### config.mk
export PLATFORM = sky130hd
export DESIGN_NAME = mul_operand_sequencer
export DESIGN_NICKNAME = d
export VERILOG_FILES = /design/src/rtl/mul_operand_sequencer.sv
export SDC_FILE = /design/constraint.sdc
export NUM_CORES = 1
export LEC_CHECK = 0
export ABC_CLOCK_PERIOD_IN_PS = 2800
export CORE_ASPECT_RATIO = 0.5
export CORE_MARGIN = 10
export CORE_UTILIZATION = 54
export DETAILED_ROUTE_END_ITERATION = 8
export PLACE_DENSITY = 0.9
export SYNTH_ARGS = -nofsm -noshare
export SYNTH_HDL_FRONTEND = slang
export SYNTH_SLANG_ARGS = --single-unit
export TNS_END_PERCENT = 1
### constraint.sdc
create_clock -name clk -period 2.8 [get_ports clk]
set_clock_uncertainty 0.15 [all_clocks]
set_input_delay 0.28 -clock clk [delete_from_list [all_inputs] [get_ports clk]]
set_output_delay 0.28 -clock clk [all_outputs]
set_load 0.03 [all_outputs]
### src/rtl/mul_operand_sequencer.sv
// mul_operand_sequencer: buffers operand pairs and sequences them through a repeated-addition multiplier engine
//   clk, rst_n               rising-edge clock, asynchronous active-low reset
//   in_valid, in_ready       push of operand pair (in_a, in_b) into the FIFO
//   mul_start                one-cycle start pulse to the engine
//   mul_data                 shared operand bus: A in START/LOAD_A, B in LOAD_B/WAIT, 0 otherwise
//   mul_done, mul_product    engine completion level and its result
//   res_valid, res_ready     result handshake carrying res_data and res_timeout
//   fifo_count, busy         FIFO occupancy and non-idle status
module mul_operand_sequencer #(
  parameter int WIDTH = 16,
  parameter int DEPTH = 4,
  parameter int TIMEOUT = 1023
) (
  input  logic                   clk,
  input  logic                   rst_n,
  input  logic                   in_valid,
  output logic                   in_ready,
  input  logic [WIDTH-1:0]       in_a,
  input  logic [WIDTH-1:0]       in_b,
  output logic                   mul_start,
  output logic [WIDTH-1:0]       mul_data,
  input  logic                   mul_done,
  input  logic [WIDTH-1:0]       mul_product,
  output logic                   res_valid,
  input  logic                   res_ready,
  output logic [WIDTH-1:0]       res_data,
  output logic                   res_timeout,
  output logic [$clog2(DEPTH):0] fifo_count,
  output logic                   busy
);
  localparam int AW = $clog2(DEPTH);
  localparam int TW = $clog2(TIMEOUT + 1);
  localparam logic [AW:0] FULL = (AW+1)'(DEPTH);
  localparam logic [TW-1:0] TLAST = TW'(TIMEOUT - 1);
  typedef enum logic [2:0] {IDLE, START, LOAD_A, LOAD_B, WAIT, RESULT} state_t;
  state_t state, state_nxt;
  logic [WIDTH-1:0] mem_a [DEPTH];
  logic [WIDTH-1:0] mem_b [DEPTH];
  logic [AW-1:0] wr_ptr, rd_ptr;
  logic [TW-1:0] tcnt;
  logic push, pop, tmo_hit;
  always_comb begin
    in_ready = fifo_count < FULL;
    push = in_valid && in_ready;
    tmo_hit = tcnt == TLAST;
    pop = 1'b0;
    state_nxt = state;
    case (state)
      IDLE:    state_nxt = (fifo_count != '0) ? START : IDLE;
      START:   state_nxt = LOAD_A;
      LOAD_A:  state_nxt = LOAD_B;
      LOAD_B:  state_nxt = WAIT;
      WAIT: begin
        pop = mul_done || tmo_hit;
        state_nxt = pop ? RESULT : WAIT;
      end
      RESULT:  state_nxt = res_ready ? IDLE : RESULT;
      default: state_nxt = IDLE;
    endcase
  end
  always_comb begin
    mul_start = state == START;
    busy = state != IDLE;
    res_valid = state == RESULT;
    mul_data = (state == START || state == LOAD_A) ? mem_a[rd_ptr] :
               (state == LOAD_B || state == WAIT) ? mem_b[rd_ptr] : '0;
  end
  always_ff @(posedge clk or negedge rst_n) begin
    if (!rst_n) begin
      state <= IDLE;
      wr_ptr <= '0;
      rd_ptr <= '0;
      fifo_count <= '0;
      tcnt <= '0;
      res_data <= '0;
      res_timeout <= 1'b0;
    end else begin
      state <= state_nxt;
      if (push) wr_ptr <= wr_ptr + 1'b1;
      if (pop) rd_ptr <= rd_ptr + 1'b1;
      if (push != pop) fifo_count <= push ? fifo_count + 1'b1 : fifo_count - 1'b1;
      if (state == LOAD_B) tcnt <= '0;
      else if (state == WAIT && !pop) tcnt <= tcnt + 1'b1;
      // done takes priority over an expiring timeout in the same cycle
      if (pop) begin
        res_data <= mul_done ? mul_product : '0;
        res_timeout <= !mul_done;
      end
    end
  end
  always_ff @(posedge clk) begin
    if (push) begin
      mem_a[wr_ptr] <= in_a;
      mem_b[wr_ptr] <= in_b;
    end
  end
endmodule
==> results of run 1 <==
cells in the mapped netlist, types with 5 or more instances:
cell,n
o21ai_0,11
clkbuf_1,8
and2_1,6
a22o_2,8
mux4_2,32
edfxtp_1,128
dfrtp_1,37
a21oi_1,5
nand3_1,7
inv_1,8
ha_1,6
a22o_1,24
nand2_1,6
how the worst max path moves through the flow:
stage                             start  cells past startpoint     endpoint
final                         rd_ptr[0]                      4  mul_data[3]
after global routing           state[1]                      5  mul_data[3]
after CTS                      state[1]                      5  mul_data[9]
after detailed placement       state[1]                      5  mul_data[9]
after global placement         state[1]                      5  mul_data[5]
after floorplan           fifo_count[2]                      3  mem_a[0][0]
cell families (layout without fill, tap and decap cells):
family	after synthesis	count (layout)	synth area share
flip-flops	165	165	0.7278
AO/OA/AOI/OAI	61	61	0.07255
multiplexers	34	34	0.1134
AND/OR/NAND/NOR	49	49	0.04830
buffers and inverters	24	148	0.01680
XOR/XNOR	5	5	0.006683
adder cells (fa/ha/maj)	7	7	0.01451
layer usage:
| metal | vias to the layer above | global-route usage | wire [um] |
|---|---|---|---|
| li1 | 1638 | - | - |
| met1 | 1968 | 0.2131 | 5697 |
| met2 | 162 | 0.3025 | 7963 |
| met3 | 27 | 0.05035 | 941 |
| met4 | 0 | 0.06282 | 317 |
| met5 | - | 0 | 0 |
cell type report:
cell class                 count  area [sq um]  area share
clock inverter                14         161.4     0.01929
timing repair buffer         107          1092      0.1305
multi-input combinational    156          1674      0.2001
sequential                   165          4771      0.5701
inverter                       9         33.78    0.004037
clock buffer                  18         429.2     0.05129
tap                          165         206.4     0.02467
cells in the final DEF (no fill, tap or decap), types with 2 or more instances in the layout:
cell type	synthesis	final
buf_4	0	10
ha_1	6	6
nor3_1	3	3
clkinv_4	0	4
dlygate4sd2_1	0	11
xor2_1	2	2
clkbuf_16	0	17
nand4_1	3	3
mux2_2	2	2
inv_1	8	8
nor2b_1	3	3
and2_1	6	6
clkdlybuf4s50_1	0	75
xnor2_1	3	3
nor2_1	4	4
buf_12	0	7
o21ai_0	11	11
a22o_1	24	24
o311ai_0	2	2
nand3_1	7	7
a21oi_1	5	5
or3_1	3	3
mux4_2	32	32
and4_1	2	2
a22o_2	8	8
o21bai_1	2	2
nand2_1	6	6
o31ai_1	4	4
dfrtp_1	37	36
edfxtp_1	128	128
clkinv_8	0	4
inv_8	0	4
sequential cells by signal, indices dropped and copies added (netlist names):
name,count
state,3
mem_b,64
fifo_count,3
res_timeout,1
mem_a,64
wr_ptr,2
rd_ptr,2
res_data,16
tcnt,10
worst max-delay path, cell delays in order (launching register included):
cell,delay [ns]
dfrtp_2,0.41
buf_12,0.23
mux4_2,0.53
a22o_1,0.27
clkdlybuf4s15_1,0.37
what timing repair did:
action                     4_1_cts  5_1_grt
hold buffers                     1        0
setup endpoints to repair       13        2
gates resized for setup         13        3
pin swaps                        0        0
buffers inserted                 0        0
hold endpoints to repair        37        0
where the power goes:
| group | internal (uW) | leakage [uW] | total (uW) | switching, uW |
|---|---|---|---|---|
| Clock | 1200 | 0.000284 | 2260 | 1060 |
| Combinational | 1360 | 0.00110 | 3070 | 1710 |
| Sequential | 2870 | 0.00162 | 3070 | 196 |
| Total | 5430 | 0.00300 | 8400 | 2970 |
metrics by stage:
step	instances	hold slack, ns	worst slack (ns)
after floorplan	345	-0.1656	0.5037
after global placement	601	0.2702	0.3616
after detailed placement	601	0.2713	0.3057
after CTS	634	0.3073	0.05738
after global routing	634	0.3241	0.01909
final	634	0.3215	0.1141
==> flow_metrics.tcl, run 1 <==
set metrics [dict create \
    hold_endpoint "res_data[11]" \
    final_antenna_violating_net_count 0 \
    regToRegEndpoint "state[0]" \
    static-leakage-power_uw 0.002999 \
    final.min_clock_period_ns 2.686 \
    critPathArrivalTime_ns 2.26 \
    global_route.usage.total 0.1775 \
    pwr_per_cell_area_nw_per_um2 1004 \
    power_uw 8399 \
    worstSetupEndpointType "output port" \
    finalSetupViolCount 0 \
    synth_async_sr_flop_share 0.2242 \
    yosys.area.top_type_share 0.5865 \
    grt_overflow_total 0 \
    critPathRequiredTime_ns 2.37 \
    pin_count 93 \
    setup_repair_after_global_routing_missed_its_margin "no" \
    worstPathMaxFanout 26 \
    fp.dieArea_sq_um 17210 \
    place.gp.congestion 0.7435 \
    yosys_warnings 0 \
    design.core.area_sq_um 11840 \
    synth_cell_types 47 \
    tns_ns 0 \
    synth-seq-cells 165 \
    wl_per_cell_um 23.53 \
    synth_sequential_area_ratio 0.7278 \
    timing.final.crit_share 0.9592 \
    timing.final.max_slew_violations 0 \
    regToRegStartpoint "tcnt[0]" \
    antenna_found_initial 0 \
    ys_top_cells_by_area "edfxtp_1 59%, dfrtp_1 14%, mux4_2 11%" \
    max_ir_drop_vdd_v 0.0004813 \
    relSlewSlack 0.3791 \
    n_fill_cell 701 \
    initial_utilization 0.5535 \
    die_x_extent_um 175.8 \
    timing_hold_violations_final 0 \
    cells_after_synth 345 \
    cts_tree "yes" \
    total_standard_cell_area_after_synthesis_sq_um 6554 \
    cts.clk_slew.worst_paths_ns 0.07 \
    hold-path-cell-count 2 \
    start_kind "flop" \
    grt_start_max_net_pins 38 \
    clk_latency_ns 0.42 \
    outcome "complete, no violations" \
    final_layout_size_suffix_gt1_frac 0.2111 \
    hold_path.startpoint "mul_product[11]" \
    io_buffers 92 \
    cts_htree_levels 4 \
    drv.max_cap_violation_count 0 \
    fmax_ghz 0.3723 \
    reg2reg_setup_slack_ns 0.21 \
    vias_in_the_first_global_route 3963 \
    grt_pass1_wl_um 23430 \
    synth_nets 405 \
    firstDrtPassIters 5 \
    postLayoutCellArea_sq_um 8368 \
    worst_slew_pin_slew_ns 0.9303 \
    cts.sinks 165 \
    synthDominantAreaCellType "edfxtp_1" \
    initial_drt_markers 365 \
    crit_type "reg -> out" \
    area_growth_pct 27.68 \
    worstRegToRegCells 6 \
    vias 3795 \
    synth_edf_count 128 \
    rows 28 \
    holdCritPathClass "in -> reg" \
    synth.avg_cell_area_sq_um 19.00 \
    drc 0 \
    clockBufferDepth 2 \
    cts_made_buffers 17 \
    place_area_sq_um 7786 \
    avgViaCountPerCell 5.986 \
    fin_util 0.7067 \
    synth-main-ff-cell "edfxtp_1" \
    die_h_um 97.90 \
    clockRootBuffer "clkbuf_16" \
    place_hpwl_um 8909 \
    routed_wirelength_um 14920 \
    n_antenna_cell 0 \
    final_net_count 516 \
]
Power figures use the tool's default switching activity.
==> inputs of run 2 (changes only) <==
==> constraint.sdc (replaced) <==
create_clock -name clk -period 2.8 [get_ports clk]
set_clock_uncertainty 0.15 [all_clocks]
set_input_delay 0.56 -clock clk [delete_from_list [all_inputs] [get_ports clk]]
set_output_delay 0.56 -clock clk [all_outputs]
set_load 0.03 [all_outputs]
==> run 2 against run 1 <==
The flow now finishes with violations (negative setup slack). Clock-buffer cell count stayed put. Maximum frequency down 5.1%. Worst setup slack worse by 0.15 ns. Global-route usage about the same. Register-to-register slack improved by 0.13 ns.
==> flow_metrics.tcl, run 2 (same netlist as run 1, synthesis figures left out) <==
set metrics [dict create \
    clockRootBuffer "clkbuf_16" \
    grt_overflow_total 0 \
    grt_start_max_net_pins 38 \
    violations "negative setup slack" \
    grt_pass1_wl_um 23690 \
    drv.max_cap_violation_count 0 \
    final.min_clock_period_ns 2.831 \
    pin_count 93 \
    n_fill_cell 678 \
    n_antenna_cell 0 \
    multi_input_area_sq_um 1674 \
    start_kind "flop" \
    clockBufferDepth 2 \
    avgViaCountPerCell 5.915 \
    place_hpwl_um 9094 \
    final_antenna_violating_net_count 0 \
    vias_in_the_first_global_route 4101 \
    cts_htree_levels 4 \
    initial_drt_markers 423 \
    global_route.usage.total 0.1779 \
    worstPathCellList "buf_12, buf_6, mux4_2, a22o_1, clkdlybuf4s15_2" \
    drc 0 \
    cts.clk_slew.worst_paths_ns 0.07 \
    fin_ws_ns -0.03088 \
    final_layout_size_suffix_gt1_frac 0.2614 \
    most-common-layout-cells "128 x edfxtp_1, 73 x clkdlybuf4s50_1, 35 x dfrtp_1, 32 x mux4_2, 24 x a22o_1" \
    antenna_found_initial 0 \
    final_net_count 529 \
    finalSetupViolCount 5 \
    seq_area_sq_um 4772 \
    holdCritPathClass "in -> async" \
    largest_registers "mem_a (64), mem_b (64), res_data (16)" \
    critPathArrivalTime_ns 2.12 \
    mostFrequentLayoutCell "edfxtp_1" \
    cts_made_buffers 17 \
    outcome "finished, violations left" \
    area_growth_pct 29.73 \
    design.core.area_sq_um 11840 \
    timing.final.max_slew_violations 0 \
    static-leakage-power_uw 0.003080 \
    max_ir_drop_vdd_v 0.0004641 \
    wl_per_cell_um 24.18 \
    power_uw 8786 \
    initial_utilization 0.5535 \
    critPathRequiredTime_ns 2.09 \
    worst_hold_slack_ns 0.1035 \
    cts.sinks 165 \
    fp.dieArea_sq_um 17210 \
    worstPathMaxFanout 6 \
    setup_repair_after_global_routing_missed_its_margin "yes" \
    place.gp.congestion 0.8014 \
    io_buffers 92 \
    worstSetupEndpointType "output port" \
    cp_slowest_cell "mux4_2" \
    relSlewSlack 0.4100 \
    clk_latency_ns 0.42 \
    worst_slew_pin_slew_ns 0.8850 \
    timing.final.crit_share 1.011 \
    rows 28 \
    cts_tree "yes" \
    vias 3827 \
    die_h_um 97.90 \
    timing_hold_violations_final 0 \
    routed_wirelength_um 15650 \
    firstDrtPassIters 5 \
    worst_setup_timing_slack_at_the_placement_stage_ns 0.06379 \
    pwr_per_cell_area_nw_per_um2 1033 \
    cts_hold_buf 0 \
    die_x_extent_um 175.8 \
    crit_type "reg -> out" \
    tns_ns -0.09137 \
    fmax_ghz 0.3532 \
    cp_slowest_stage_delay_ns 0.50 \
]
-- run 2: where the power goes --
part           leakage [uW]  switching (uW)  internal [uW]
registers           0.00162             192           2870
logic               0.00117            1790           1560
clock network      0.000296            1080           1290
total               0.00308            3060           5720
-- run 2: metal layers --
metal,share of wire,wire length [um],vias to the layer above,global-route usage
met2,0.52,8175,147,0.2999
met4,0.013,201,0,0.06218
li1,-,-,1660,-
met1,0.40,6315,2006,0.2174
met3,0.061,952,14,0.04958
met5,0,0,-,0
-- run 2: cell type report --
class / count / share of cell area
Clock buffer: 18 / 0.05048
Sequential cell: 165 / 0.5613
Timing Repair Buffer: 120 / 0.1423
Tap cell: 165 / 0.02428
Clock inverter: 14 / 0.02075
Inverter: 9 / 0.003974
Multi-Input combinational cell: 156 / 0.1969
-- run 2: path summary, 6_finish.rpt --
kind | start | end | slack, ns | depth (start not counted)
min reg2reg | res_data[8] | res_data[8] | 0.35 | 1
max | rd_ptr[0] | mul_data[11] | -0.03 | 5
min | rst_n | tcnt[4] | 0.10 | 1
max in group asynchronous | rst_n | rd_ptr[0] | 1.78 | 1
max reg2reg | state[0] | fifo_count[2] | 0.34 | 5
min in group clk | res_data[8] | res_data[8] | 0.35 | 1
-- run 2: repair_timing --
item / in CTS / in global routing
gates resized for setup: 43 / 23
hold endpoints to repair: 0 / 0
pin swaps: 0 / 0
setup buffers: 1 / 3
gates cloned: 0 / 2
setup endpoints to repair: 16 / 17
-- run 2: worst max-delay path: cells and delay by family (launching register included) --
| family | cells | cell delay (ns) |
|---|---|---|
| buffers and inverters | 3 | 0.57 |
| muxes | 1 | 0.50 |
| DFF | 1 | 0.38 |
| AOI/OAI and AO/OA | 1 | 0.25 |
-- run 2: stage by stage --
stage	utilization	instances	cell area, sq um
5_1_grt	0.7180	647	8502
3_5_place_dp	0.6605	609	7821
2_1_floorplan	-	345	6554
6_report	0.7180	647	8502
4_1_cts	0.7141	642	8456
3_3_place_gp	0.6605	609	7821
